--- config.mk ---
export PLATFORM = sky130hd
export DESIGN_NAME = pc_gen
export DESIGN_NICKNAME = d
export VERILOG_FILES = /design/src/rtl/cpu_pkg.sv /design/src/rtl/pc_ras.sv /design/src/rtl/pc_gen.sv
export SDC_FILE = /design/constraint.sdc
export NUM_CORES = 1
export LEC_CHECK = 0
export ABC_AREA = 1
export CAP_MARGIN = 5
export CORE_MARGIN = 5
export CORE_UTILIZATION = 58
export CTS_BUF_LIST = sky130_fd_sc_hd__clkbuf_4
export CTS_CLUSTER_SIZE = 28
export DETAILED_ROUTE_END_ITERATION = 7
export GPL_ROUTABILITY_DRIVEN = 0
export GPL_TIMING_DRIVEN = 0
export PLACE_DENSITY_LB_ADDON = 0.08
export SYNTH_ARGS = -nofsm -noshare
export SYNTH_HDL_FRONTEND = slang
export SYNTH_SLANG_ARGS = --single-unit
--- constraint.sdc ---
create_clock -name clk -period 3.55 [get_ports clk]
set_input_delay 0.355 -clock clk [delete_from_list [all_inputs] [get_ports clk]]
set_output_delay 0.355 -clock clk [all_outputs]
set_load 0.05 [all_outputs]
--- src/rtl/cpu_pkg.sv ---
// Shared CPU front-end definitions.
// Holds the default PC width, reset/exception vectors, the default return-address-stack
// depth and the next-PC source selector used by the fetch PC generator.
package cpu_pkg;

  localparam int unsigned ADDR_W_DEF    = 32;
  localparam logic [31:0] RESET_VEC_DEF = 32'h0000_3000;
  localparam logic [31:0] EXC_VEC_DEF   = 32'h0000_4180;
  localparam int unsigned RAS_DEPTH_DEF = 4;

  // Next-PC source, listed from highest to lowest priority.
  typedef enum logic [2:0] {
    SelExc,
    SelEret,
    SelRedir,
    SelHold,
    SelJump,
    SelJr,
    SelSeq
  } pc_sel_e;

endpackage

--- src/rtl/pc_ras.sv ---
// Return-address stack for jal/jr prediction.
// Ports:
//   clk, rst_n  - clock, asynchronous active-low reset
//   push        - write push_data as the new top (overwrites the oldest entry when full)
//   pop         - discard the top entry (ignored when empty)
//   push_data   - return address to push
//   clear       - drop all entries
//   top         - current top entry (valid only when empty is 0)
//   empty, full - occupancy flags
module pc_ras
  import cpu_pkg::*;
#(
  parameter int unsigned RAS_DEPTH = RAS_DEPTH_DEF,
  parameter int unsigned DATA_W    = ADDR_W_DEF
) (
  input  logic              clk,
  input  logic              rst_n,
  input  logic              push,
  input  logic              pop,
  input  logic [DATA_W-1:0] push_data,
  input  logic              clear,
  output logic [DATA_W-1:0] top,
  output logic              empty,
  output logic              full
);

  localparam int unsigned PtrW = (RAS_DEPTH > 1) ? $clog2(RAS_DEPTH) : 1;
  localparam int unsigned CntW = PtrW + 1;
  localparam logic [CntW-1:0] CntMax = CntW'(RAS_DEPTH);

  logic [DATA_W-1:0] mem_q [RAS_DEPTH];
  // ptr_q is the next write slot; the top lives one below it. Depth is a power of two,
  // so pointer arithmetic wraps for free and a push while full lands on the oldest entry.
  logic [PtrW-1:0]   ptr_q, ptr_d;
  logic [CntW-1:0]   cnt_q, cnt_d;
  logic              wr_en;

  always_comb begin
    ptr_d = ptr_q;
    cnt_d = cnt_q;
    wr_en = 1'b0;
    if (clear) begin
      cnt_d = '0;
    end else if (push) begin
      wr_en = 1'b1;
      ptr_d = ptr_q + PtrW'(1);
      if (cnt_q != CntMax) begin
        cnt_d = cnt_q + CntW'(1);
      end
    end else if (pop && (cnt_q != '0)) begin
      ptr_d = ptr_q - PtrW'(1);
      cnt_d = cnt_q - CntW'(1);
    end
  end

  always_ff @(posedge clk or negedge rst_n) begin
    if (!rst_n) begin
      ptr_q <= '0;
      cnt_q <= '0;
    end else begin
      ptr_q <= ptr_d;
      cnt_q <= cnt_d;
    end
  end

  always_ff @(posedge clk or negedge rst_n) begin
    if (!rst_n) begin
      for (int i = 0; i < RAS_DEPTH; i++) begin
        mem_q[i] <= '0;
      end
    end else if (wr_en) begin
      mem_q[ptr_q] <= push_data;
    end
  end

  assign top   = mem_q[ptr_q - PtrW'(1)];
  assign empty = (cnt_q == '0);
  assign full  = (cnt_q == CntMax);

endmodule

--- src/rtl/pc_gen.sv ---
// Fetch PC generator: PC register plus a strict-priority next-PC mux, with a
// return-address stack predicting jr targets.
// Ports:
//   clk, rst_n          - clock, asynchronous active-low reset
//   stall               - hold PC, ignore ID-stage requests
//   exc_req             - exception: go to EXC_VEC and empty the RAS
//   eret_req, epc       - return from exception to epc
//   ex_redirect, ex_target - EX-stage redirect
//   id_jump, id_jal, id_jr, id_instr_index, id_pc - ID-stage control transfer info
//   pc                  - registered fetch PC
//   jr_pred             - RAS top (0 when empty), forwarded to EX for checking
//   ras_empty, ras_full - RAS occupancy flags
module pc_gen
  import cpu_pkg::*;
#(
  parameter int unsigned       ADDR_W    = ADDR_W_DEF,
  parameter logic [ADDR_W-1:0] RESET_VEC = ADDR_W'(RESET_VEC_DEF),
  parameter logic [ADDR_W-1:0] EXC_VEC   = ADDR_W'(EXC_VEC_DEF),
  parameter int unsigned       RAS_DEPTH = RAS_DEPTH_DEF
) (
  input  logic              clk,
  input  logic              rst_n,
  input  logic              stall,
  input  logic              exc_req,
  input  logic              eret_req,
  input  logic [ADDR_W-1:0] epc,
  input  logic              ex_redirect,
  input  logic [ADDR_W-1:0] ex_target,
  input  logic              id_jump,
  input  logic              id_jal,
  input  logic              id_jr,
  input  logic [25:0]       id_instr_index,
  input  logic [ADDR_W-1:0] id_pc,
  output logic [ADDR_W-1:0] pc,
  output logic [ADDR_W-1:0] jr_pred,
  output logic              ras_empty,
  output logic              ras_full
);

  logic [ADDR_W-1:0] pc_q, pc_d;
  logic [ADDR_W-1:0] pc_plus4, id_pc_plus4, jump_tgt, next_raw;
  logic [ADDR_W-1:0] ras_top;
  logic              id_ok;
  logic              ras_push, ras_pop;
  pc_sel_e           sel;

  assign pc_plus4    = pc_q + ADDR_W'(4);
  assign id_pc_plus4 = id_pc + ADDR_W'(4);

  // J-format target keeps the upper bits of the delay-slot PC.
  always_comb begin
    jump_tgt       = id_pc_plus4;
    jump_tgt[27:0] = {id_instr_index, 2'b00};
  end

  always_comb begin
    sel = SelSeq;
    if (exc_req) begin
      sel = SelExc;
    end else if (eret_req) begin
      sel = SelEret;
    end else if (ex_redirect) begin
      sel = SelRedir;
    end else if (stall) begin
      sel = SelHold;
    end else if (id_jump || id_jal) begin
      sel = SelJump;
    end else if (id_jr && !ras_empty) begin
      sel = SelJr;
    end
  end

  always_comb begin
    next_raw = pc_plus4;
    unique case (sel)
      SelExc:   next_raw = EXC_VEC;
      SelEret:  next_raw = epc;
      SelRedir: next_raw = ex_target;
      SelHold:  next_raw = pc_q;
      SelJump:  next_raw = jump_tgt;
      SelJr:    next_raw = jr_pred;
      SelSeq:   next_raw = pc_plus4;
      default:  next_raw = pc_plus4;
    endcase
    pc_d = next_raw & ~ADDR_W'(3);
  end

  always_ff @(posedge clk or negedge rst_n) begin
    if (!rst_n) begin
      pc_q <= RESET_VEC;
    end else begin
      pc_q <= pc_d;
    end
  end

  // ID-stage RAS traffic only counts when nothing upstream overrides it.
  assign id_ok    = !(stall || ex_redirect || exc_req || eret_req);
  assign ras_push = id_ok && id_jal;
  // Pop exactly when the prediction is consumed; jal beats jr, empty jr is sequential.
  assign ras_pop  = (sel == SelJr);

  pc_ras #(
    .RAS_DEPTH (RAS_DEPTH),
    .DATA_W    (ADDR_W)
  ) u_ras (
    .clk       (clk),
    .rst_n     (rst_n),
    .push      (ras_push),
    .pop       (ras_pop),
    .push_data (id_pc_plus4),
    .clear     (exc_req),
    .top       (ras_top),
    .empty     (ras_empty),
    .full      (ras_full)
  );

  assign pc      = pc_q;
  assign jr_pred = ras_empty ? '0 : ras_top;

endmodule

# Word level (Yosys, flattened, before mapping)
# Cells that the tools add are included.
# word_totals
ramBits,0
in_bits,131
output_inout_bits,66
n_memories,0
latchBits,0
romBits,0
regBits,163
# op_classes
order_cmp,3
shifts,0
n_mul,0
n_reduce_logical,17
n_eq_ne,8
div,0
addsub,6
mux,22
n_bitwise,3
# ops
op,count
one-hot mux 32 bit (6 select lines),1
bitwise mux 128 bit,1
2-to-1 mux 32 bit,4
"adder 32 x 3 -> 32 bit, second input constant",2
binary-select mux 32 bit (select 2 bit),1
demux 32 bit (select 2 bit),1
2-to-1 mux 3 bit,8
"equality test 3 bit, second input constant",3
2-to-1 mux 2 bit,4
"equality test 3 x 2 -> 1 bit, second input constant",2
">= comparator 3 bit, second input constant",2
logical NOT 3 bit,2
NOT 2 -> 3 bit,2
nonzero test 3 bit,2
logical AND 1 bit,4
logical OR 1 bit,4
AND reduction 2 bit,2
"adder 3 x 1 -> 3 bit, second input constant",1
"equality test 3 x 1 -> 1 bit, second input constant",1
"less-than comparator 3 x 1 -> 1 bit, second input constant",1
"inequality test 3 x 2 -> 1 bit, second input constant",1
"inequality test 3 bit, second input constant",1
"subtractor 3 x 1 -> 3 bit, second input constant",1
"adder 2 x 1 -> 2 bit, second input constant",1
other kinds (5),7

# Longest topological paths before layout
# Gate-level depths: netlist of run 1.
# depth
depth_word,14
ltp_mapped,13
mapped_depth_nobuf,12

# Hierarchy
# Synthesis of run 1 repeated with hierarchy kept, for this count alone.
# unflattened
hier_cells,1448
area_unflattened_um2,10229.8
# modules_own_cells
mod,seq_area_each_um2,area_each_um2,cells_each,n_inst
pc_ras,3328.2,6140.9,680,1
pc_gen,753.2,4088.9,768,1

# Worst setup path before layout of run 1
# OpenSTA, ideal clock, no wires.
# synth_timing
path_kind,reg-to-output
start,register u_ras.ptr_q[0]
end,output jr_pred[0]
required_ns,3.195
arrival_ns,2.410
setup_slack_ns,0.785
path_stages_with_launch,10
path_cell_list,dfrtp_1 > inv_2 > clkbuf_1 > ha_1 > clkbuf_1 > inv_1 > clkbuf_1 > nor2_1 > o21ai_0 > a21oi_1
# synth_between
elab_chain_len,6
# synth_lines
item,line_no,rtl
from (decl),pc_ras.sv:34,"logic [PtrW-1:0] ptr_q, ptr_d;"
from (signal assigned),pc_ras.sv:61,ptr_q <= ptr_d;
subtractor 2 x 1 -> 2 bit,pc_ras.sv:76,assign top = mem_q[ptr_q - PtrW'(1)];
NOT 2 -> 3 bit (implied by the code),pc_ras.sv:76,
binary-select mux 32 bit (select 2 bit),pc_ras.sv:76,
2-to-1 mux 32 bit (implied by the code) (2 in a row),pc_ras.sv:76,
2-to-1 mux 32 bit,pc_gen.sv:118,assign jr_pred = ras_empty ? '0 : ras_top;
to (decl),pc_gen.sv:35,"output logic [ADDR_W-1:0] jr_pred,"
# No other way between the ends. The select of a mux whose other input is x is not followed.

# Final worst setup path of run 1
# layout_timing
start,register u_ras.ptr_q[0]
end,output jr_pred[10]
# The elaborated chain is that of the path after synthesis.

==> results of run 1 <==
## cell type report
cell class	instances	area, um^2
Antenna cell	1	2.50
Buffer	69	320
Clock buffer	17	128
Clock inverter	15	169
Fill cell	1421	4260
Inverter	170	641
Multi-Input combinational cell	1053	4950
Sequential cell	163	4080
Tap cell	220	275
Timing Repair Buffer	192	1870
## metal layers
metal  GRT usage  vias up  wire length, um
li1            -     5004                -
met1       0.458     4951            13100
met2       0.567      762            16200
met3      0.0877      132             4440
met4       0.159        0             1570
met5           0        -                0
## registers in the layout, indices dropped and copies added, names as in the netlist
signal	count
pc	30
u_ras.ptr_q	2
u_ras.cnt_q	3
u_ras.mem_q	128
## cells by family (layout without fill, tap and decap cells)
| group | after synthesis | after routing | share of synthesized area |
|---|---|---|---|
| simple gates | 780 | 780 | 0.327 |
| buf+inv | 240 | 463 | 0.0949 |
| compound gates | 218 | 218 | 0.114 |
| flops | 163 | 163 | 0.411 |
| xor+xnor | 46 | 46 | 0.0429 |
| fa+ha+maj | 7 | 7 | 0.00958 |
| other cells | 1 | 3 | 0.000378 |
## layout by cell type, fill, tap and decap left out, types with 20 or more instances in the layout
| master | instances |
|---|---|
| a21oi_1 | 23 |
| buf_2 | 38 |
| clkbuf_1 | 33 |
| clkbuf_4 | 20 |
| clkdlybuf4s50_1 | 157 |
| dfrtp_1 | 160 |
| inv_1 | 164 |
| nand2_1 | 443 |
| nand3_1 | 48 |
| nand4_1 | 39 |
| nor2_1 | 207 |
| o21ai_0 | 160 |
| xor2_1 | 28 |
## power groups by stage
stage	logic, mW	clock network [mW]	registers (mW)
floorplan	3.00	0	2.82
global placement	4.76	0	2.79
detailed placement	4.85	0	2.81
CTS	4.76	1.17	2.77
global route	5.24	1.26	2.86
finish	4.90	1.18	2.80
## through the flow
stage | total power [mW] | hold slack (ns) | util | setup slack (ns)
2_1_floorplan | 5.81 | 0.0594 | - | 0.785
3_3_place_gp | 7.55 | 0.457 | 0.725 | -4.51
3_5_place_dp | 7.65 | 0.299 | 0.727 | -0.795
4_1_cts | 8.70 | 0.275 | 0.744 | 0.00108
5_1_grt | 9.35 | 0.279 | 0.745 | 0.00125
6_report | 8.89 | 0.253 | 0.745 | 0.0788
## final timing paths
kind                                 start              end  slack [ns]  depth (start not counted)
min in group clk                  id_pc[1]  u_ras.mem_q[97]        0.38                          3
setup / recovery            u_ras.ptr_q[0]      jr_pred[10]        0.08                         10
max in group asynchronous            rst_n  u_ras.mem_q[23]        2.43                          3
setup reg to reg            u_ras.ptr_q[0]           pc[10]        1.04                         11
hold reg to reg            u_ras.mem_q[17]  u_ras.mem_q[17]        0.50                          2
hold / removal                       rst_n  u_ras.mem_q[38]        0.25                          2
## what timing repair did
action / CTS / global route
endpoints found under the hold margin: 52 / 0
pin swaps: 1 / 0
resized for setup: 126 / 15
buffers inserted: 0 / 0
setup endpoints to repair: 32 / 31
hold buffers: 1 / 0
==> impl_summary.md, run 1 <==
Synthesis
The share of the Yosys chip area taken by registers is 0.411. The post-synthesis area per instance is 6.82 um^2. Counting flops with a built-in enable in the synthesized netlist gives 0.

The async set or reset register ratio after synthesis is 1.00. The leading area contributor after synthesis is dfrtp_1. The number of library cell types mapped by synthesis is 39. For this run, the leading register cell type out of synthesis is dfrtp_1. The total of flip-flops plus latches after synthesis is 163. The gate count of the mapped netlist is 1455. Yosys attributes the largest share of cell area to dfrtp_1 41%, nand2_1 17%, o21ai_0 8.1%.

In the post-synthesis netlist, the cell with the most instances is nand2_1. The number of warnings reported in the yosys synthesis log is 0. Of the post-synthesis cell area, the dominant cell type holds 0.406. By count the netlist is led by 444 x nand2_1, 207 x nor2_1, 165 x inv_1, 161 x dfrtp_1, 160 x o21ai_0. The synthesized area is 9930 um^2.

Clocking
The clock drives 163 sinks. The clock transition time at the flip-flop clock pins of the worst setup and hold paths is 0.15 ns. TritonCTS built the clock tree. The clock insertion delay at the later pin of the skew report is 0.59 ns.

In this run, CTS created clock tree buffers numbering 17. The root buffer cell is clkbuf_4. The number of buffers between clock root and the deepest sink is 2. The CTS H-tree depth is 4.

STA
The post-route fraction of the period consumed by the critical path is 0.978. The number of hold violations in the final report came to 0. Setup repair after global routing left no endpoint under its margin. The worst-case headroom to the max-slew limit is 0.506. The transition time at the pin with the least slew margin is 0.742 ns. The total count of max-transition violations in the final report came to 0. The total negative slack for setup checks is 0 ns.

The clock period could shrink to 3.47 ns. On the final layout, the worst clock skew is 0.0130 ns. Static timing analysis puts the maximum clock frequency at 288 MHz. The total of endpoints with negative setup slack in the final report is 0.

Worst setup path
The startpoint type of the worst setup path is a flop. Of all nets on the critical path, the largest fanout is 11. The capturing element type of the critical path is an output pin. The critical path goes through inv_4 > buf_6 > ha_2 > inv_2 > clkbuf_4 > o21ai_0 > o22ai_1 > nand2_1 > inv_1 > buf_2. The setup path with the least slack is of type flop to output pin. The data required time at the worst endpoint is 3.19 ns.

STA puts the critical path data arrival time at 3.12 ns. The slowest stage of the critical path is the dfrtp_2 cell. The kind of cell adding the most delay to the critical path is buffers and inverters. Together, buffers and inverters on the worst path number 6. The delay of the slowest cell on the worst path is 0.50 ns.

Placed design
The number of placed instances with taps included is 1867. Once detailed placement completed, the half-perimeter wirelength came to 26.9 mm. The count of buffers from port buffering is 190.

After detailed placement, the total cell area comes to 12100 um^2.

Outcome
The run finished, with violations left. The checks that failed: design-rule violations.

Global route
The initial antenna violation count is 1. Summed over all layers, the global routing overflow is 0. For this run, the total global-route usage over all layers was measured as 0.355.

The wire length of the first global-routing pass is 55.0 mm. Entering global routing, the biggest net connects 110 pins. The number of global-route vias before repair is 10400.

Pwr
The power share of the combinational group is 0.552. The maximum vdd drop is 0.744 mV. Of the total power, registers draw 0.315. Dividing total power by cell area gives a power density of 714 nW/um^2.

The cell-internal power is 4.30 mW. The fraction of power consumed by the clock network is 0.133. The net switching power is 4.59 mW.

The leakage power is 6.16 nW. Of the total power, the share spent switching nets is 0.516.

Detailed routing
The per-cell routed wire length is 18.6 um. The detailed router's first-iteration violation count is 1284. The final route contains 10800 vias. The length of the first detailed-routing pass in iterations is 8.

After detailed routing, the number of remaining DRC violations is 1. The sum of routed wire length over all layers is 35.3 mm. The detail route stage leaves a number of antenna-violating nets equal to 0.

The post-detailed-route via-to-cell ratio is 5.71.

Flow run
The tool flagged a number of max-cap violations equal to 0.

Final layout
The area added between synthesis and finish is 25.3%. Summing all non-filler instances in the final layout gives an area of 12400 um^2. The post-layout instance count excluding filler cells is 1900. The ratio of cells with drive above 1 in the final layout is 0.0798. At the end of the flow, the number of nets in the layout was 1804.

Die
The die covers 19800 um^2. The floorplan has 47 rows. The placeable core region is 16700 um^2. The floorplan step set the die height to 141 um. The initial utilization of the core area, before any placement, comes to 0.594. The x dimension of the die is 141 um. The total I/O pin count is 197.

Hold path
The min-delay analysis places its worst path in the category input port to async pin.
(Power assumes the default switching activity.)
==> inputs of run 2 (changes only) <==
--- a/config.mk
+++ b/config.mk
@@ -6,7 +6,7 @@
 export NUM_CORES = 1
 export LEC_CHECK = 0
 export ABC_AREA = 1
-export CAP_MARGIN = 5
+export CAP_MARGIN = 10
 export CORE_MARGIN = 5
 export CORE_UTILIZATION = 58
 export CTS_BUF_LIST = sky130_fd_sc_hd__clkbuf_4
==> results of run 2 <==
Same layout as run 1: the final DEF is identical, and so are final timing and power.
==> inputs of run 3 (changes only) <==
--- a/config.mk
+++ b/config.mk
@@ -7,12 +7,12 @@
 export LEC_CHECK = 0
 export ABC_AREA = 1
 export CAP_MARGIN = 10
+export CORE_ASPECT_RATIO = 0.8
 export CORE_MARGIN = 5
 export CORE_UTILIZATION = 58
 export CTS_BUF_LIST = sky130_fd_sc_hd__clkbuf_4
 export CTS_CLUSTER_SIZE = 28
 export DETAILED_ROUTE_END_ITERATION = 7
-export GPL_ROUTABILITY_DRIVEN = 0
 export GPL_TIMING_DRIVEN = 0
 export PLACE_DENSITY_LB_ADDON = 0.08
 export SYNTH_ARGS = -nofsm -noshare
==> run 3 against run 2 <==
The run now ends clean. Largest power group unchanged. Critical path depth stayed put. Wire length rose by 2.6%. Count of clock-buffer cells in the layout stayed put. Flip-flop and latch count is the same. Worst setup slack better by 0.0026 ns.
==> impl_summary.md, run 3 (synthesis results as in run 1) <==
Final layout
The fill cell total of the finished layout is 1374 (-3.3%). Counting flops per register, the top entry is u_ras.mem_q. The net count of the finished layout is 1804 (unchanged). Leaving out fill and tap cells, the most frequent cell in the layout is nand2_1. The combined area of the multi-input logic cells is 4920 um^2 (-0.56%). The ratio of cells with drive above 1 in the final layout is 0.0762 (-0.00357). The area added between synthesis and finish is 24.9%. The number of flip-flops in the largest register is 128 (unchanged). The sequential cell area was 4080 um^2 (unchanged). The library cells used most frequently in the layout, excluding fill and tap cells, are 444 x nand2_1, 207 x nor2_1, 164 x inv_1, 160 x o21ai_0, 160 x dfrtp_1.

Worst setup path
The startpoint type of the worst setup path is a flop. The slack of the worst reg-to-reg path was 0.91 ns (-0.13 ns). The critical setup path kind is flop to output pin. The start point of the critical path is u_ras.ptr_q[0].

The capturing element type of the critical path is an output pin. The maximum fanout along the worst path was 11 (unchanged). The cell depth of the worst flop-to-flop path is 11 (unchanged). In this run the critical register-to-register path is launched from u_ras.ptr_q[0]. The data required time at the worst endpoint is 3.19 ns (about the same). The critical path ends at jr_pred[5].

The data arrival time of the critical path is 3.11 ns (about the same). In this run the critical register-to-register path is captured at pc[11].

Global route
The maximum number of pins on one net before global-route repair is 126 (+15%). The combined global-route utilization of all metal layers was 0.359 (+0.00483). The number of global-route vias before repair is 10300 (-0.89%). The wire length of the first global-routing pass is 55.4 mm (+0.78%). The initial antenna violation count is 1 (unchanged). The total grt overflow is 0 (unchanged).

Die
The number of standard-cell rows in the floorplan was 42 (-11%). The starting utilization of the core area came to 0.596 (+0.00152). The total I/O pin count is 197 (unchanged). The placeable core region is 16700 um^2 (-0.25%). The area of the die came to 19800 um^2 (about the same). The floorplan die height is 127 um (-9.8%). The x dimension of the die is 156 um (+11%).

Placed design
The HPWL after detailed placement came to 27.6 mm (+2.5%). At the end of routability-driven placement, the weighted congestion stood at 1.05. The count of buffers from port buffering is 190 (unchanged).

Detailed routing
The length of the first detailed-routing pass in iterations was 6 (-2). The wire length on met1 is 14.9 mm (+14%). The number of antenna-violating nets in the routed design is 0 (unchanged).

The total number of vias is 10900 (+0.25%). The highest signal layer in the routed design is met4. The sum of routed wire length over all layers is 36.3 mm (+2.6%).

The per-cell routed wire length is 19.1 um (+2.6%). The length of routed met2 wiring is 15.4 mm (-5.1%). The post-detailed-route via-to-cell ratio is 5.72 (+0.25%). The detailed router's first-iteration violation count came to 1495 (+16%). The total length of routed met3 wires is 4.92 mm (+11%).

The DRC violation count after routing came to 0 (-1).

STA
The highest clock frequency the design can meet is 288 MHz (about the same). Setup repair after global routing left no endpoint under its margin. The largest clock skew in the final design was 0.0278 ns (+0.0148 ns). The final critical-path required period came to 3.47 ns (-0.00262 ns). The post-route fraction of the period consumed by the critical path is 0.977 (about the same). The transition time at the pin with the least slew margin is 0.743 ns (+0.00134 ns). The total negative slack for setup checks is 0 ns (unchanged). The total count of max-transition violations in the final report came to 0 (unchanged). The worst-case headroom to the max-slew limit came to 0.501 (-0.00470). The total of endpoints with negative setup slack in the final report is 0 (unchanged). The number of hold violations in the final report is 0 (unchanged).

Clocking
The number of buffers created by CTS is 17 (unchanged). The root buffer cell is clkbuf_4. The CTS H-tree depth was 4 (unchanged). The clock insertion delay at the later pin of the skew report is 0.61 ns (+0.02 ns). The clock sink count came to 163 (unchanged). The number of buffers between clock root and the deepest sink was 2 (unchanged). The clock transition time at the flip-flop clock pins of the worst setup and hold paths is 0.16 ns (about the same).

The TritonCTS clock tree is built.

Outcome
The run finished with clean final reports.

Hold path
The class of the worst hold path is input port to async pin.

Pwr
The power density normalized to cell area is 711 nW/um^2 (-0.40%). The total power after layout was 8.82 mW (-0.74%). The leakage power is 6.15 nW (-0.15%).

The maximum vdd drop is 0.968 mV (+30%).

Flow run
The max-cap violation count was 0 (unchanged).
[run 3: timing repair]
item / in CTS / in global routing
hold buffers: 1 / 0
buffers inserted: 0 / 0
endpoints found under the hold margin: 38 / 0
endpoints found under the setup margin: 32 / 31
gates resized for setup: 127 / 19
[run 3: per-stage QoR]
stage | cells | area (um^2) | hold WS (ns) | util | setup WS (ns)
after floorplan | 1456 | 9930 | 0.0594 | - | 0.785
after global placement | 1866 | 12100 | 0.457 | 0.727 | -4.52
after detailed placement | 1867 | 12100 | 0.253 | 0.729 | -0.692
after CTS | 1899 | 12400 | 0.207 | 0.746 | 0.0214
after global routing | 1900 | 12400 | 0.209 | 0.744 | 0.0123
final | 1900 | 12400 | 0.203 | 0.744 | 0.0814
[run 3: critical path: stages (launching register included)]
cell             delay, ns
dfrtp_2               0.50
inv_2                 0.18
buf_6                 0.20
ha_2                  0.36
clkbuf_2              0.25
a21oi_1               0.17
o21ai_0               0.11
nand2_1               0.10
nand2_1               0.07
inv_1                 0.08
clkdlybuf4s15_1       0.49
[run 3: how the worst min path moves through the flow]
| stage | to | from | slack (ns) |
|---|---|---|---|
| 2_1_floorplan | pc[10] | rst_n | 0.06 |
| 5_1_grt | u_ras.mem_q[110] | rst_n | 0.21 |
| 6_report | u_ras.mem_q[110] | rst_n | 0.20 |
| 3_3_place_gp | u_ras.mem_q[27] | u_ras.mem_q[27] | 0.46 |
| 4_1_cts | u_ras.mem_q[110] | rst_n | 0.21 |
| 3_5_place_dp | u_ras.mem_q[110] | rst_n | 0.25 |
[run 3: power by group]
group	leakage (nW)	switching (mW)	internal, mW
registers	2.10	0.357	2.44
clock network	0.154	0.820	0.324
logic	3.90	3.48	1.40
[run 3: metal layers]
metal / vias to the layer above / track usage
met1: 5051 / 0.519
met5: - / 0
li1: 5016 / -
met3: 99 / 0.118
met2: 710 / 0.510
met4: 0 / 0.125
[run 3: area by class of cell]
type | instances | share of cell area
plain buffers | 69 | 0.0262
flip-flops and latches | 163 | 0.329
well taps | 220 | 0.0222
clock buffers | 17 | 0.0103
repair buffers | 192 | 0.150
multi-input cells | 1053 | 0.397
diodes | 1 | 0.000202
clock inverters | 15 | 0.0135
inverters | 170 | 0.0515
